<file path="config.mk">
export PLATFORM = sky130hd
export DESIGN_NAME = instr_fetch_unit
export DESIGN_NICKNAME = d
export VERILOG_FILES = /design/src/rtl/instr_fetch_unit.sv
export SDC_FILE = /design/constraint.sdc
export NUM_CORES = 1
export LEC_CHECK = 0
export CORE_MARGIN = 2
export CORE_UTILIZATION = 53
export CTS_CLUSTER_SIZE = 10
export DETAILED_ROUTE_END_ITERATION = 8
export PLACE_DENSITY = 0.85
export SLEW_MARGIN = 30
export SYNTH_ARGS = -nofsm -noshare
export SYNTH_HDL_FRONTEND = slang
export SYNTH_SLANG_ARGS = --single-unit
</file>
<file path="constraint.sdc">
create_clock -name clk -period 3.9 [get_ports clk]
set_input_delay 0.78 -clock clk [delete_from_list [all_inputs] [get_ports clk]]
set_output_delay 0.78 -clock clk [all_outputs]
set_load 0.01 [all_outputs]
</file>
<file path="src/rtl/instr_fetch_unit.sv">
`default_nettype none
// ============================================================================
// Module   : instr_fetch_unit
// Brief    : KGP-RISC instruction fetch stage. Owns PC/NPC/IR, runs a
//            req/ack handshake to a variable-latency instruction memory,
//            stalls the controller, detects the halt word and aborts on a
//            memory timeout.
// Revision : 1.0 - initial release
// ============================================================================
module instr_fetch_unit #(
  parameter logic [31:0] RESET_PC  = 32'h0000_0000,
  parameter logic [31:0] HALT_WORD = 32'hFFFF_FFFF,
  parameter int unsigned TIMEOUT   = 15
) (
  input  logic        clk,
  input  logic        reset,
  input  logic        readim,
  input  logic        ldir,
  input  logic        ldnpc,
  input  logic        ldpc,
  input  logic        branch,
  input  logic [31:0] branch_target,
  output logic        imem_req,
  output logic [31:0] imem_addr,
  input  logic        imem_ack,
  input  logic [31:0] imem_rdata,
  output logic [31:0] irout,
  output logic [31:0] npc,
  output logic [31:0] pc,
  output logic        fetch_busy,
  output logic        halted,
  output logic        fetch_err
);

  // Timeout counter is 8 bits wide, enough for TIMEOUT up to 255.
  localparam logic [7:0] TIMEOUT_CNT = 8'(TIMEOUT);

  typedef enum logic [1:0] {
    IDLE = 2'd0,
    REQ  = 2'd1,
    HOLD = 2'd2,
    HALT = 2'd3
  } state_t;

  state_t      state;
  state_t      state_next;

  // Internal registers
  logic        armed;
  logic        buf_valid;
  logic        ldir_pend;
  logic [31:0] fetch_buf;
  logic [7:0]  wait_cnt;

  // Next-state values
  logic [31:0] pc_next;
  logic [31:0] npc_next;
  logic [31:0] ir_next;
  logic        req_next;
  logic [31:0] addr_next;
  logic        halted_next;
  logic        err_next;
  logic        armed_next;
  logic        buf_valid_next;
  logic        ldir_pend_next;
  logic [31:0] fetch_buf_next;
  logic [7:0]  wait_cnt_next;

  // IR load request: either an earlier ldir that is still pending or one
  // arriving at this very edge.
  logic        want_ir;
  logic        load_en;
  logic [31:0] load_word;

  assign want_ir = ldir_pend | ldir;

  // Stall only while an IR load is waiting on a fetch that is in flight or
  // about to be issued; built from registers so imem_ack never reaches it.
  assign fetch_busy = ldir_pend & ~buf_valid &
                      ((state == REQ) | ((state == IDLE) & armed));

  // State register.
  always_ff @(posedge clk or negedge reset) begin
    if (!reset) begin
      state <= IDLE;
    end else begin
      state <= state_next;
    end
  end

  // Next-state and register-update logic for the whole fetch stage.
  always_comb begin
    state_next     = state;
    pc_next        = pc;
    npc_next       = npc;
    ir_next        = irout;
    req_next       = imem_req;
    addr_next      = imem_addr;
    halted_next    = halted;
    err_next       = fetch_err;
    armed_next     = armed;
    buf_valid_next = buf_valid;
    ldir_pend_next = ldir_pend;
    fetch_buf_next = fetch_buf;
    wait_cnt_next  = wait_cnt;
    load_en        = 1'b0;
    load_word      = fetch_buf;

    if (state != HALT) begin
      if (ldir) begin
        ldir_pend_next = 1'b1;
      end
      if (ldnpc) begin
        npc_next = pc + 32'd4;
      end
    end

    if ((state != HALT) && ldpc) begin
      // A PC update flushes anything in flight or buffered and cancels a
      // same-edge IR load; a coincident ack is simply dropped.
      pc_next        = branch ? branch_target : npc;
      armed_next     = 1'b1;
      buf_valid_next = 1'b0;
      ldir_pend_next = 1'b0;
      req_next       = 1'b0;
      state_next     = IDLE;
    end else begin
      case (state)
        IDLE: begin
          // Exactly one fetch per PC update: readim is level-held, so the
          // armed flag gates it.
          if (readim && armed) begin
            req_next      = 1'b1;
            addr_next     = pc;
            armed_next    = 1'b0;
            wait_cnt_next = 8'd0;
            state_next    = REQ;
          end
        end
        REQ: begin
          if (imem_ack) begin
            req_next = 1'b0;
            if (want_ir) begin
              load_en   = 1'b1;
              load_word = imem_rdata;
            end else begin
              fetch_buf_next = imem_rdata;
              buf_valid_next = 1'b1;
              state_next     = HOLD;
            end
          end else if (wait_cnt == TIMEOUT_CNT) begin
            req_next    = 1'b0;
            err_next    = 1'b1;
            halted_next = 1'b1;
            ir_next     = HALT_WORD;
            state_next  = HALT;
          end else begin
            wait_cnt_next = wait_cnt + 8'd1;
          end
        end
        HOLD: begin
          if (want_ir) begin
            load_en   = 1'b1;
            load_word = fetch_buf;
          end
        end
        default: begin
          // HALT: frozen until reset.
        end
      endcase
    end

    if (load_en) begin
      ir_next        = load_word;
      ldir_pend_next = 1'b0;
      buf_valid_next = 1'b0;
      if (load_word == HALT_WORD) begin
        halted_next = 1'b1;
        state_next  = HALT;
      end else begin
        state_next  = IDLE;
      end
    end
  end

  // Datapath and flag registers; reset drops imem_req immediately.
  always_ff @(posedge clk or negedge reset) begin
    if (!reset) begin
      pc        <= RESET_PC;
      npc       <= 32'd0;
      irout     <= 32'd0;
      imem_req  <= 1'b0;
      imem_addr <= RESET_PC;
      halted    <= 1'b0;
      fetch_err <= 1'b0;
      armed     <= 1'b1;
      buf_valid <= 1'b0;
      ldir_pend <= 1'b0;
      fetch_buf <= 32'd0;
      wait_cnt  <= 8'd0;
    end else begin
      pc        <= pc_next;
      npc       <= npc_next;
      irout     <= ir_next;
      imem_req  <= req_next;
      imem_addr <= addr_next;
      halted    <= halted_next;
      fetch_err <= err_next;
      armed     <= armed_next;
      buf_valid <= buf_valid_next;
      ldir_pend <= ldir_pend_next;
      fetch_buf <= fetch_buf_next;
      wait_cnt  <= wait_cnt_next;
    end
  end

endmodule
`default_nettype wire

</file>
==> Flow_metrics.wiki <==
{| class="wikitable"
! Metric !! Value
|-
| Outcome || complete, no violations
|-
| Class of the most critical setup path || reg -> out
|-
| GPL Wtd Cong || 0.772
|-
| Total of hold buffers inserted after clock tree synthesis || 0
|-
| IR Drop Worst-Case VDD || 0.391 mV
|-
| Clock latency on the worst-skew pair || 0.43 ns
|-
| Number of clock buffers inserted by TritonCTS || 17
|-
| Dominant combinational cell family by area after synthesis || simple AND/OR/NAND/NOR gates
|-
| Combined global-route utilization of all metal layers || 0.261
|-
| Setup_tns || 0 ns
|-
| Bufs on Longest Clock Path || 2
|-
| Syn_nets || 853
|-
| Final Slew Violations || 0
|-
| CTS root buffer || sky130_fd_sc_hd__clkbuf_16
|-
| Number of nets in the finished design || 1041
|-
| Mux share of post-synthesis cell area || 0.130
|-
| Gates resized, CTS repair || 0
|-
| Remaining number of nets flagged by the antenna check after routing || 0
|-
| Power Dens Cells || 790 nW/um^2
|-
| Count of unresolved DRC violations after routing || 0
|-
| Synthesized area divided by synthesized cell count || 10.5 sq um
|-
| Ant. Diodes || 0
|-
| Count of clock tree sinks || 176
|-
| Post-synthesis compound-gate area fraction || 0.0901
|-
| Share of synthesized registers carrying an async set or reset || 1.00
|-
| Wire length per cell after detailed routing || 17.7 um
|-
| Class of the worst hold path || in -> async
|-
| Dominant register cell in the synthesized netlist || sky130_fd_sc_hd__dfrtp_1
|-
| Fraction of layout cells with a size suffix above 1 || 0.128
|-
| Combinational share of power || 0.409
|-
| Leak pwr || 4.62 nW
|-
| Data required time at the worst endpoint || 3.12 ns
|-
| Adder-cell share of the synthesized area || 0.0123
|-
| Sequential share of the synthesized area || 0.541
|-
| RSZ-0062 raised after global routing || no
|-
| Slew Limit Headroom || 0.412
|-
| Most common cell after layout, fill and taps aside || sky130_fd_sc_hd__clkdlybuf4s50_1
|-
| Min Clock Period, post-route || 3.12 ns
|-
| Proportion of netlist area held by the largest area contributor || 0.538
|-
| Clk_skew || 0.00914 ns
|-
| Final critical-path share of the clock period || 0.801
|-
| DIE AREA || 16400 sq um
|-
| Via count normalized by instance count || 5.60
|-
| Max_cap viols || 0
|-
| Number of core rows || 45
|-
| Reg power frac || 0.402
|-
| I/O pin count || 204
|-
| Count of different cell masters after synthesis || 52
|-
| Tightest hold margin || 0.425 ns
|-
| Post-detail-place hpwl || 14100 um
|-
| Startpoint type of the worst setup path || flip-flop
|-
| Synthesized-area fraction occupied by and/or/nand/nor cells || 0.162
|-
| Power share of the clock group || 0.189
|-
| Worst slew pin tran || 0.879 ns
|-
| Parity-gate share of the synthesized area counting xor and xnor cells || 0.0366
|-
| 1st-iter DRT viols || 342
|-
| Global-route wire length before repair || 33400 um
|-
| Y dimension of the die || 128 um
|-
| Synthesized cell area || 8140 sq um
|-
| Final wirelength || 20600 um
|-
| Clock tree from TritonCTS || built
|-
| Number of buffers inserted by post-CTS setup repair || 0
|-
| Final setup violation count || 0
|-
| Synth warnings || 0
|-
| Total of buffers placed on input and output ports || 203
|-
| Largest net degree at the start of global routing || 95
|-
| Max H-tree Level || 4
|-
| Leading cell types in the layout, fill and taps excluded || sky130_fd_sc_hd__clkdlybuf4s50_1 (201), sky130_fd_sc_hd__dfrtp_1 (175), sky130_fd_sc_hd__nand2_1 (148)
|-
| Highest clock rate || 320 MHz
|-
| GRT overflow || 0
|-
| Kind of end point of the critical path || output port
|-
| Clk pin slew, worst setup/hold paths || 0.07 ns
|-
| Total via count after detailed routing || 6503
|-
| Post-synth top area cell || sky130_fd_sc_hd__dfrtp_1
|-
| Number of synthesized flops with an enable pin || 0
|-
| Signal arrival time at the worst endpoint || 2.34 ns
|-
| Worst setup timing slack at the placement stage || 0.936 ns
|-
| Final Hold Viols || 0
|-
| Vias in the first global route || 6424
|-
| Number of detailed-route iterations in the first pass || 5
|-
| Total internal power || 0.00550 W
|-
| Count of fill cells added during filler insertion || 1082
|-
| Dominant cells by area after synthesis || sky130_fd_sc_hd__dfrtp_1 (54%), sky130_fd_sc_hd__mux2_2 (8.9%), sky130_fd_sc_hd__nand2_1 (6.8%)
|-
| Worst setup margin || 0.776 ns
|-
| Antenna violations before repair || 0
|-
| Chip Width || 128 um
|-
| FF+latch count, synth || 176
|-
| Switch share || 0.358
|-
| Peak fanout along the critical path || 12
|-
| Area grow syn2layout || 33.4%
|-
| Cells after synthesis || 773
|-
| Core area || 15100 sq um
|-
| Effective utilization at floorplan || 0.539
|-
| Net Sw Power || 0.00307 W
|}
-- through the flow --
stage	std cells	power [W]	util	area, sq um
final	1162	0.00858	0.719	10900
after global routing	1162	0.00913	0.719	10900
after CTS	1162	0.00864	0.719	10900
after detailed placement	1130	0.00699	0.683	10300
after global placement	1130	0.00685	0.683	10300
after floorplan	773	0.00509	-	8140
-- final cells by class --
| type | count | area, sq um | area share |
|---|---|---|---|
| inverters | 7 | 26.3 | 0.00242 |
| repair buffers | 212 | 2110 | 0.194 |
| flip-flops and latches | 176 | 4410 | 0.406 |
| well taps | 188 | 235 | 0.0217 |
| clock inverters | 12 | 108 | 0.00991 |
| multi-input cells | 547 | 3520 | 0.325 |
| clock buffers | 20 | 447 | 0.0411 |
-- cell families (layout without fill, tap and decap cells) --
| logic type | Yosys count | after routing |
|---|---|---|
| multiplexers | 98 | 98 |
| buffers and inverters | 50 | 251 |
| AND/OR/NAND/NOR | 284 | 284 |
| adder cells (fa/ha/maj) | 8 | 8 |
| AO/OA/AOI/OAI | 123 | 123 |
| flip-flops | 176 | 176 |
| XOR/XNOR | 34 | 34 |
-- cell usage after synthesis, types with 8 or more instances --
master,instances
sky130_fd_sc_hd__o21ai_1,12
sky130_fd_sc_hd__dfrtp_1,175
sky130_fd_sc_hd__o21ai_0,57
sky130_fd_sc_hd__ha_1,8
sky130_fd_sc_hd__xnor2_1,23
sky130_fd_sc_hd__nand2_1,148
sky130_fd_sc_hd__mux2i_1,34
sky130_fd_sc_hd__a31oi_1,31
sky130_fd_sc_hd__nor3_1,9
sky130_fd_sc_hd__mux2_2,64
sky130_fd_sc_hd__nand3_1,14
sky130_fd_sc_hd__nand4_1,19
sky130_fd_sc_hd__xor2_1,11
sky130_fd_sc_hd__nor2_1,49
sky130_fd_sc_hd__clkbuf_1,32
-- power by group through the flow --
stage,clock network [W],registers (W),logic (W)
2_1_floorplan,0,0.00355,0.00154
3_3_place_gp,0,0.00343,0.00343
3_5_place_dp,0,0.00346,0.00354
4_1_cts,0.00164,0.00344,0.00355
5_1_grt,0.00172,0.00357,0.00384
6_report,0.00162,0.00345,0.00351
-- worst max-delay path: stages (launching register included) --
cell and delay [ns]:
sky130_fd_sc_hd__dfrtp_1 0.43, sky130_fd_sc_hd__inv_1 0.12, sky130_fd_sc_hd__ha_1 0.42, sky130_fd_sc_hd__a21oi_1 0.08, sky130_fd_sc_hd__nor3b_1 0.29, sky130_fd_sc_hd__clkdlybuf4s50_1 0.60
-- metal layers --
layer	vias up	wire length [um]	global-route usage	part of all wire
met1	3136	8440	0.338	0.41
met5	-	0	0	0
li1	3063	-	-	-
met3	31	1740	0.0697	0.084
met2	273	9970	0.426	0.48
met4	0	413	0.0924	0.020
-- worst paths after layout --
path / end / startpoint / slack [ns] / cells after the start
max: fetch_busy / state[1]$_DFFE_PN0P_ / 0.78 / 5
max in group asynchronous: armed$_DFFE_PN1P_ / reset / 2.51 / 2
min: imem_addr[22]$_DFFE_PN0P_ / reset / 0.43 / 1
max reg2reg: state[1]$_DFFE_PN0P_ / state[1]$_DFFE_PN0P_ / 1.29 / 7
min in group clk: imem_addr[19]$_DFFE_PN0P_ / imem_addr[19]$_DFFE_PN0P_ / 0.48 / 2
min reg2reg: imem_addr[19]$_DFFE_PN0P_ / imem_addr[19]$_DFFE_PN0P_ / 0.48 / 2
-- flip-flops by register name, summed over array words and instances (netlist names) --
| register | cells |
|---|---|
| halted | 1 |
| imem_addr | 32 |
| fetch_err | 1 |
| irout | 32 |
| imem_req | 1 |
| npc | 32 |
| state | 2 |
| armed | 1 |
| buf_valid | 1 |
| fetch_buf | 32 |
| wait_cnt | 8 |
| pc | 32 |
| ldir_pend | 1 |
Note: power is estimated with default switching activity, not from simulation.
